**config.mk**
```make
export PLATFORM = sky130hd
export DESIGN_NAME = uart_rx_cfg
export DESIGN_NICKNAME = d
export VERILOG_FILES = /design/src/rtl/uart_rx_cfg.sv
export SDC_FILE = /design/constraint.sdc
export NUM_CORES = 1
export LEC_CHECK = 0
export BUFFER_PORTS_ARGS = -buffer_cell sky130_fd_sc_hd__clkbuf_2
export CELL_PAD_IN_SITES_DETAIL_PLACEMENT = 0
export CELL_PAD_IN_SITES_GLOBAL_PLACEMENT = 1
export CORE_ASPECT_RATIO = 0.6
export CORE_MARGIN = 3
export CORE_UTILIZATION = 40
export CTS_BUF_LIST = sky130_fd_sc_hd__clkbuf_4 sky130_fd_sc_hd__clkbuf_8
export CTS_CLUSTER_SIZE = 10
export DETAILED_ROUTE_END_ITERATION = 6
export PLACE_DENSITY = 0.7
export SKIP_LAST_GASP = 1
export SYNTH_ARGS = -nofsm -noshare
export SYNTH_HDL_FRONTEND = slang
export SYNTH_SLANG_ARGS = --single-unit
```
**constraint.sdc**
```tcl
create_clock -name i_clk -period 2.1 [get_ports i_clk]
set_clock_uncertainty 0.05 [all_clocks]
set_input_delay 0.21 -clock i_clk [delete_from_list [all_inputs] [get_ports i_clk]]
set_output_delay 0.21 -clock i_clk [all_outputs]
set_load 0.05 [all_outputs]
```
**src/rtl/uart_rx_cfg.sv**
```systemverilog
// -----------------------------------------------------------------------------
// uart_rx_cfg
//
// Parametrised UART receiver. It samples an asynchronous serial line, rejects
// false start bits, and assembles frames that have a configurable data width,
// an optional odd/even parity bit and one or two stop bits. Each completed frame
// produces a one-cycle strobe. The received data and the parity/framing error
// flags are presented with that strobe.
//
// Parameters
//   CLKS_PER_BIT : i_clk cycles per serial bit (>= 4)
//   DATA_BITS    : data bits per frame (5..9)
//   PARITY       : 0 = none, 1 = odd, 2 = even
//   STOP_BITS    : stop bits expected (1 or 2)
//
// Ports
//   i_clk        : system clock
//   i_reset      : synchronous reset, active-high
//   i_rx_serial  : asynchronous serial input, idles high
//   o_rx_dv      : one-cycle strobe, frame complete
//   o_rx_byte    : received data (LSB first on the line), held until next strobe
//   o_parity_err : parity mismatch on the last frame (always 0 when PARITY=0)
//   o_frame_err  : a stop bit was sampled low on the last frame
//   o_busy       : high in every state except IDLE
// -----------------------------------------------------------------------------
module uart_rx_cfg #(
  parameter int CLKS_PER_BIT = 217,
  parameter int DATA_BITS    = 8,
  parameter int PARITY       = 0,
  parameter int STOP_BITS    = 1
) (
  input  logic                 i_clk,
  input  logic                 i_reset,
  input  logic                 i_rx_serial,
  output logic                 o_rx_dv,
  output logic [DATA_BITS-1:0] o_rx_byte,
  output logic                 o_parity_err,
  output logic                 o_frame_err,
  output logic                 o_busy
);

  localparam int CNT_W = $clog2(CLKS_PER_BIT) + 1;
  localparam int IDX_W = $clog2(DATA_BITS);

  localparam logic [CNT_W-1:0] SAMPLE_PT = CNT_W'(CLKS_PER_BIT - 1);
  localparam logic [CNT_W-1:0] HALF_PT   = CNT_W'((CLKS_PER_BIT - 1) / 2);
  localparam logic [IDX_W-1:0] LAST_IDX  = IDX_W'(DATA_BITS - 1);

  typedef enum logic [2:0] {
    ST_IDLE,
    ST_START,
    ST_DATA,
    ST_PARITY,
    ST_STOP,
    ST_WAIT_HIGH
  } state_t;

  state_t               state;
  logic                 rx_meta;
  logic                 rx_s;
  logic [CNT_W-1:0]     cnt;
  logic [IDX_W-1:0]     bit_idx;
  logic                 stop_idx;
  logic [DATA_BITS-1:0] shadow;
  logic                 par_err_sh;
  logic                 frame_err_sh;
  logic                 last_stop;
  logic                 par_xor;

  // The stop sample that completes the frame is the first one for one stop
  // bit, and the second one for two stop bits.
  assign last_stop = (STOP_BITS == 1) || stop_idx;

  // XOR of all data bits and the parity bit. It is 1 when the count of ones is odd.
  assign par_xor = (^shadow) ^ rx_s;

  // NOTE: every register in this block uses non-blocking assignments. All
  // decisions in a cycle therefore see the values from before the clock
  // edge, which is what the state/counter comparisons below rely on.
  always_ff @(posedge i_clk) begin
    if (i_reset) begin
      // NOTE: the reset is synchronous. It is sampled only on i_clk
      // edges, so a reset pulse never has to meet recovery/removal timing.
      state        <= ST_IDLE;
      rx_meta      <= 1'b1;
      rx_s         <= 1'b1;
      cnt          <= '0;
      bit_idx      <= '0;
      stop_idx     <= 1'b0;
      shadow       <= '0;
      par_err_sh   <= 1'b0;
      frame_err_sh <= 1'b0;
      o_rx_dv      <= 1'b0;
      o_rx_byte    <= '0;
      o_parity_err <= 1'b0;
      o_frame_err  <= 1'b0;
      o_busy       <= 1'b0;
    end else begin
      // Two-flop synchroniser. Nothing downstream looks at i_rx_serial directly.
      rx_meta <= i_rx_serial;
      rx_s    <= rx_meta;
      o_rx_dv <= 1'b0;

      case (state)
        ST_IDLE: begin
          cnt <= '0;
          if (!rx_s) begin
            state  <= ST_START;
            o_busy <= 1'b1;
          end
        end

        // The line is checked again at the middle of the start bit. A line
        // that is high again here was a glitch and is not a frame.
        ST_START: begin
          if (cnt == HALF_PT) begin
            cnt <= '0;
            if (rx_s) begin
              state  <= ST_IDLE;
              o_busy <= 1'b0;
            end else begin
              state        <= ST_DATA;
              bit_idx      <= '0;
              par_err_sh   <= 1'b0;
              frame_err_sh <= 1'b0;
            end
          end else begin
            cnt <= cnt + 1'b1;
          end
        end

        // Samples fall one full bit period after the middle of the start bit,
        // so each one lands in the middle of a data bit. Bits shift in from
        // the top. After DATA_BITS samples, the first bit received is in bit 0.
        ST_DATA: begin
          if (cnt == SAMPLE_PT) begin
            cnt    <= '0;
            shadow <= {rx_s, shadow[DATA_BITS-1:1]};
            if (bit_idx == LAST_IDX) begin
              stop_idx <= 1'b0;
              state    <= (PARITY != 0) ? ST_PARITY : ST_STOP;
            end else begin
              bit_idx <= bit_idx + 1'b1;
            end
          end else begin
            cnt <= cnt + 1'b1;
          end
        end

        ST_PARITY: begin
          if (cnt == SAMPLE_PT) begin
            cnt        <= '0;
            // Odd parity requires an odd count of ones across the data and
            // parity bits. Even parity requires an even count.
            par_err_sh <= (PARITY == 1) ? ~par_xor : par_xor;
            state      <= ST_STOP;
          end else begin
            cnt <= cnt + 1'b1;
          end
        end

        ST_STOP: begin
          if (cnt == SAMPLE_PT) begin
            cnt <= '0;
            if (last_stop) begin
              // The frame is presented at the last stop sample. The remaining
              // half stop bit goes by in IDLE, so the next start edge is
              // seen without loss.
              o_rx_dv      <= 1'b1;
              o_rx_byte    <= shadow;
              o_parity_err <= par_err_sh;
              o_frame_err  <= frame_err_sh | ~rx_s;
              if (rx_s) begin
                state  <= ST_IDLE;
                o_busy <= 1'b0;
              end else begin
                state <= ST_WAIT_HIGH;
              end
            end else begin
              frame_err_sh <= frame_err_sh | ~rx_s;
              stop_idx     <= 1'b1;
            end
          end else begin
            cnt <= cnt + 1'b1;
          end
        end

        // A line held low (break) produces one strobe. After that the
        // receiver waits here until the line goes high again, so the same
        // break does not start another frame.
        ST_WAIT_HIGH: begin
          cnt <= '0;
          if (rx_s) begin
            state  <= ST_IDLE;
            o_busy <= 1'b0;
          end
        end

        default: begin
          state  <= ST_IDLE;
          cnt    <= '0;
          o_busy <= 1'b0;
        end
      endcase
    end
  end

endmodule

```
==> impl_metrics.json <==
{
  "ios": 15,
  "worstSetupEndpointType": "register",
  "synth_top_flop_cell": "dfxtp_1",
  "layout_common_cells": "40 x nor2_1, 38 x dfxtp_1, 20 x mux2i_1, 14 x clkbuf_2, 10 x xnor2_1",
  "wl_um": 3480,
  "fin_crit_sh_pct": 92.1,
  "synth.avg_cell_area_sq_um": 9.24,
  "dp_hpwl_um": 2540,
  "crit_path_max_fanout": 9,
  "synth_edf_count": 0,
  "area_growth_pct": 16.2,
  "ys_types": 37,
  "reg2reg_from": "state[1]",
  "yosysWarnings": 0,
  "syn_area_sq_mm": 0.00176,
  "outcome": "finished clean",
  "fill_cells": 374,
  "htreeDepth": 2,
  "die_h_um": 57.3,
  "min_path_type": "input pin to register",
  "cap_violations": 0,
  "synth-seq-cells": 38,
  "diodes": 0,
  "path_cells": "or3b_1 > nor4_2 > buf_4 > and3_1 > a22oi_1 > nor2_1",
  "fin_area_sq_mm": 0.00204,
  "cts_root_buf": "clkbuf_8",
  "drc": 0,
  "grt_pass1_vias": 1266,
  "clkLatencyLatePin_ns": 0.29,
  "cellLeakagePower_nw": 0.757,
  "slowest_delay_ns": 0.46,
  "antenna_found_initial": 0,
  "drive_gt1_share_pct": 17.1,
  "ctsHoldBuffers": 0,
  "hold_violations": 0,
  "via_count": 1358,
  "crit_required_ns": 2.28,
  "cts_buffers": 5,
  "cp_data_arrival_time_ns": 2.11,
  "r2r_setup_slack_ns": 0.17,
  "rsz0062_at_grt": "no",
  "max_slew_margin_pct": 77.2,
  "syn_inst": 190,
  "r2r-end": "bit_idx[1]",
  "wire_per_inst_um": 13.0,
  "tightest_slew_ns": 0.339,
  "globalRouteTotalUtil_pct": 14.5,
  "grt_max_degree": 20,
  "cts_repair_resize_count": 0,
  "setup_violations": 0,
  "ant_nets": 0,
  "nets": 217,
  "viasPerCell": 5.09,
  "placed_area_sq_mm": 0.00193,
  "cp-start-kind": "register",
  "post-cts-setup-buffers": 0,
  "ys_seq_area_share_pct": 43.3,
  "max_freq_mhz": 517,
  "final_common_cell": "nor2_1",
  "cts.sinks": 38,
  "grt_pass1_wl_um": 6010,
  "p_per_area_mw_per_mm2": 686,
  "dr.pass1.iters": 4,
  "portBuffers": 14,
  "fp.coreArea_sq_mm": 0.00394,
  "path_class": "register to register",
  "hp-start": "i_rx_serial",
  "rows": 17,
  "cts_tree": "yes",
  "holdPathEnd": "rx_meta",
  "drt_iter0_drc": 59,
  "grt-ovfl-total": 0,
  "die_x_um": 91.5,
  "postLayoutCoreUtil_pct": 51.8,
  "async_flop_share_pct": 0,
  "worstHoldPathCells": 2,
  "reg2reg_depth": 6,
  "clock_path_buffers": 2,
  "dieArea_sq_mm": 0.00525,
  "place_congestion": 0.848,
  "cts.clk_slew.worst_paths_ns": 0.07,
  "min_period_ns": 1.93,
  "synthesis.nets": 197,
  "initial_core_util_pct": 44.6,
  "peakVddDrop_mv": 0.249,
  "crit_slowest_cell": "dfxtp_1",
  "tns_ns": 0,
  "slew_violations": 0
}
==> how the worst max path moves through the flow <==
stage	from	endpoint	slack, ns	cells past startpoint
5_1_grt	cnt[1]	cnt[2]	0.007	7
2_1_floorplan	rx_s	par_err_sh	0.26	5
3_3_place_gp	state[1]	bit_idx[0]	0.20	6
3_5_place_dp	cnt[0]	o_rx_byte[5]	0.20	8
4_1_cts	cnt[0]	o_rx_byte[5]	0.19	8
6_report	state[1]	bit_idx[1]	0.17	6
==> metal layers <==
layer | up-vias | GRT usage [%] | part of all wire [%]
met5 | - | 0 | 0
met4 | 0 | 6.01 | 1.1
met3 | 5 | 5.40 | 4.8
met2 | 22 | 21.3 | 43
met1 | 639 | 19.3 | 52
li1 | 692 | - | -
==> stage by stage <==
step / power, mW / cells / setup WS (ns) / hold slack [ns]
after floorplan: 0.770 / 190 / 0.256 / 0.264
after global placement: 0.780 / 260 / 0.198 / 0.343
after detailed placement: 0.780 / 260 / 0.200 / 0.346
after CTS: 1.42 / 267 / 0.187 / 0.0384
after global routing: 1.45 / 267 / 0.00711 / 0.0404
final: 1.40 / 267 / 0.167 / 0.0431
==> area by class of cell <==
type                            count  area (sq um)  share of cell area [%]
Clock buffer                        6          82.6                    4.05
Clock inverter                      1          30.0                    1.47
Tap cell                           57          71.3                    3.50
Timing Repair Buffer               24           158                    7.73
Multi-Input combinational cell    137           922                    45.2
Inverter                            4          15.0                   0.736
Sequential cell                    38           761                    37.3
==> worst max-delay path: cells and delay by family, from the launching register on <==
| family | cells | cell delay (ns) |
|---|---|---|
| simple gates | 4 | 1.03 |
| flops | 1 | 0.46 |
| compound gates | 1 | 0.08 |
| buf+inv | 1 | 0.25 |
==> sequential cells by signal, indices dropped and copies added, names as in the netlist <==
| signal | cells |
|---|---|
| cnt | 9 |
| bit_idx | 3 |
| state | 3 |
| o_busy | 1 |
| rx_s | 1 |
| o_rx_byte | 8 |
| o_rx_dv | 1 |
| o_parity_err | 1 |
| rx_meta | 1 |
| o_frame_err | 1 |
| par_err_sh | 1 |
| shadow | 8 |
==> synth_stat cells (2+ instances only) <==
master,count,area [sq um]
a21oi_1,6,30.0
a22oi_1,2,15.0
and3_1,3,18.8
buf_4,4,30.0
clkbuf_1,6,22.5
dfxtp_1,38,761
ha_1,4,50.1
inv_1,4,15.0
mux2i_1,20,200
nand2_1,4,15.0
nand2b_1,3,18.8
nand3_1,5,25.0
nand3b_1,3,22.5
nand4b_1,2,17.5
nor2_1,40,150
nor3b_1,3,22.5
nor4_1,3,18.8
o21ai_0,5,25.0
o31ai_1,2,15.0
or2_2,2,12.5
xnor2_1,10,87.6
xor2_1,6,52.6
==> power breakdown <==
group / internal, mW / total (mW) / switching, mW / leakage, nW
Sequential: 0.724 / 0.726 / 0.00200 / 0.307
Clock: 0.380 / 0.636 / 0.256 / 0.0573
Combinational: 0.0132 / 0.0373 / 0.0241 / 0.393
==> logic make-up after synthesis <==
group	Yosys count	synth area share, %
simple gates	76	22.1
flops	38	43.3
compound gates	21	7.84
mux	20	11.4
xor+xnor	16	7.98
buf+inv	15	4.49
fa+ha+maj	4	2.85
(Power assumes the default switching activity.)
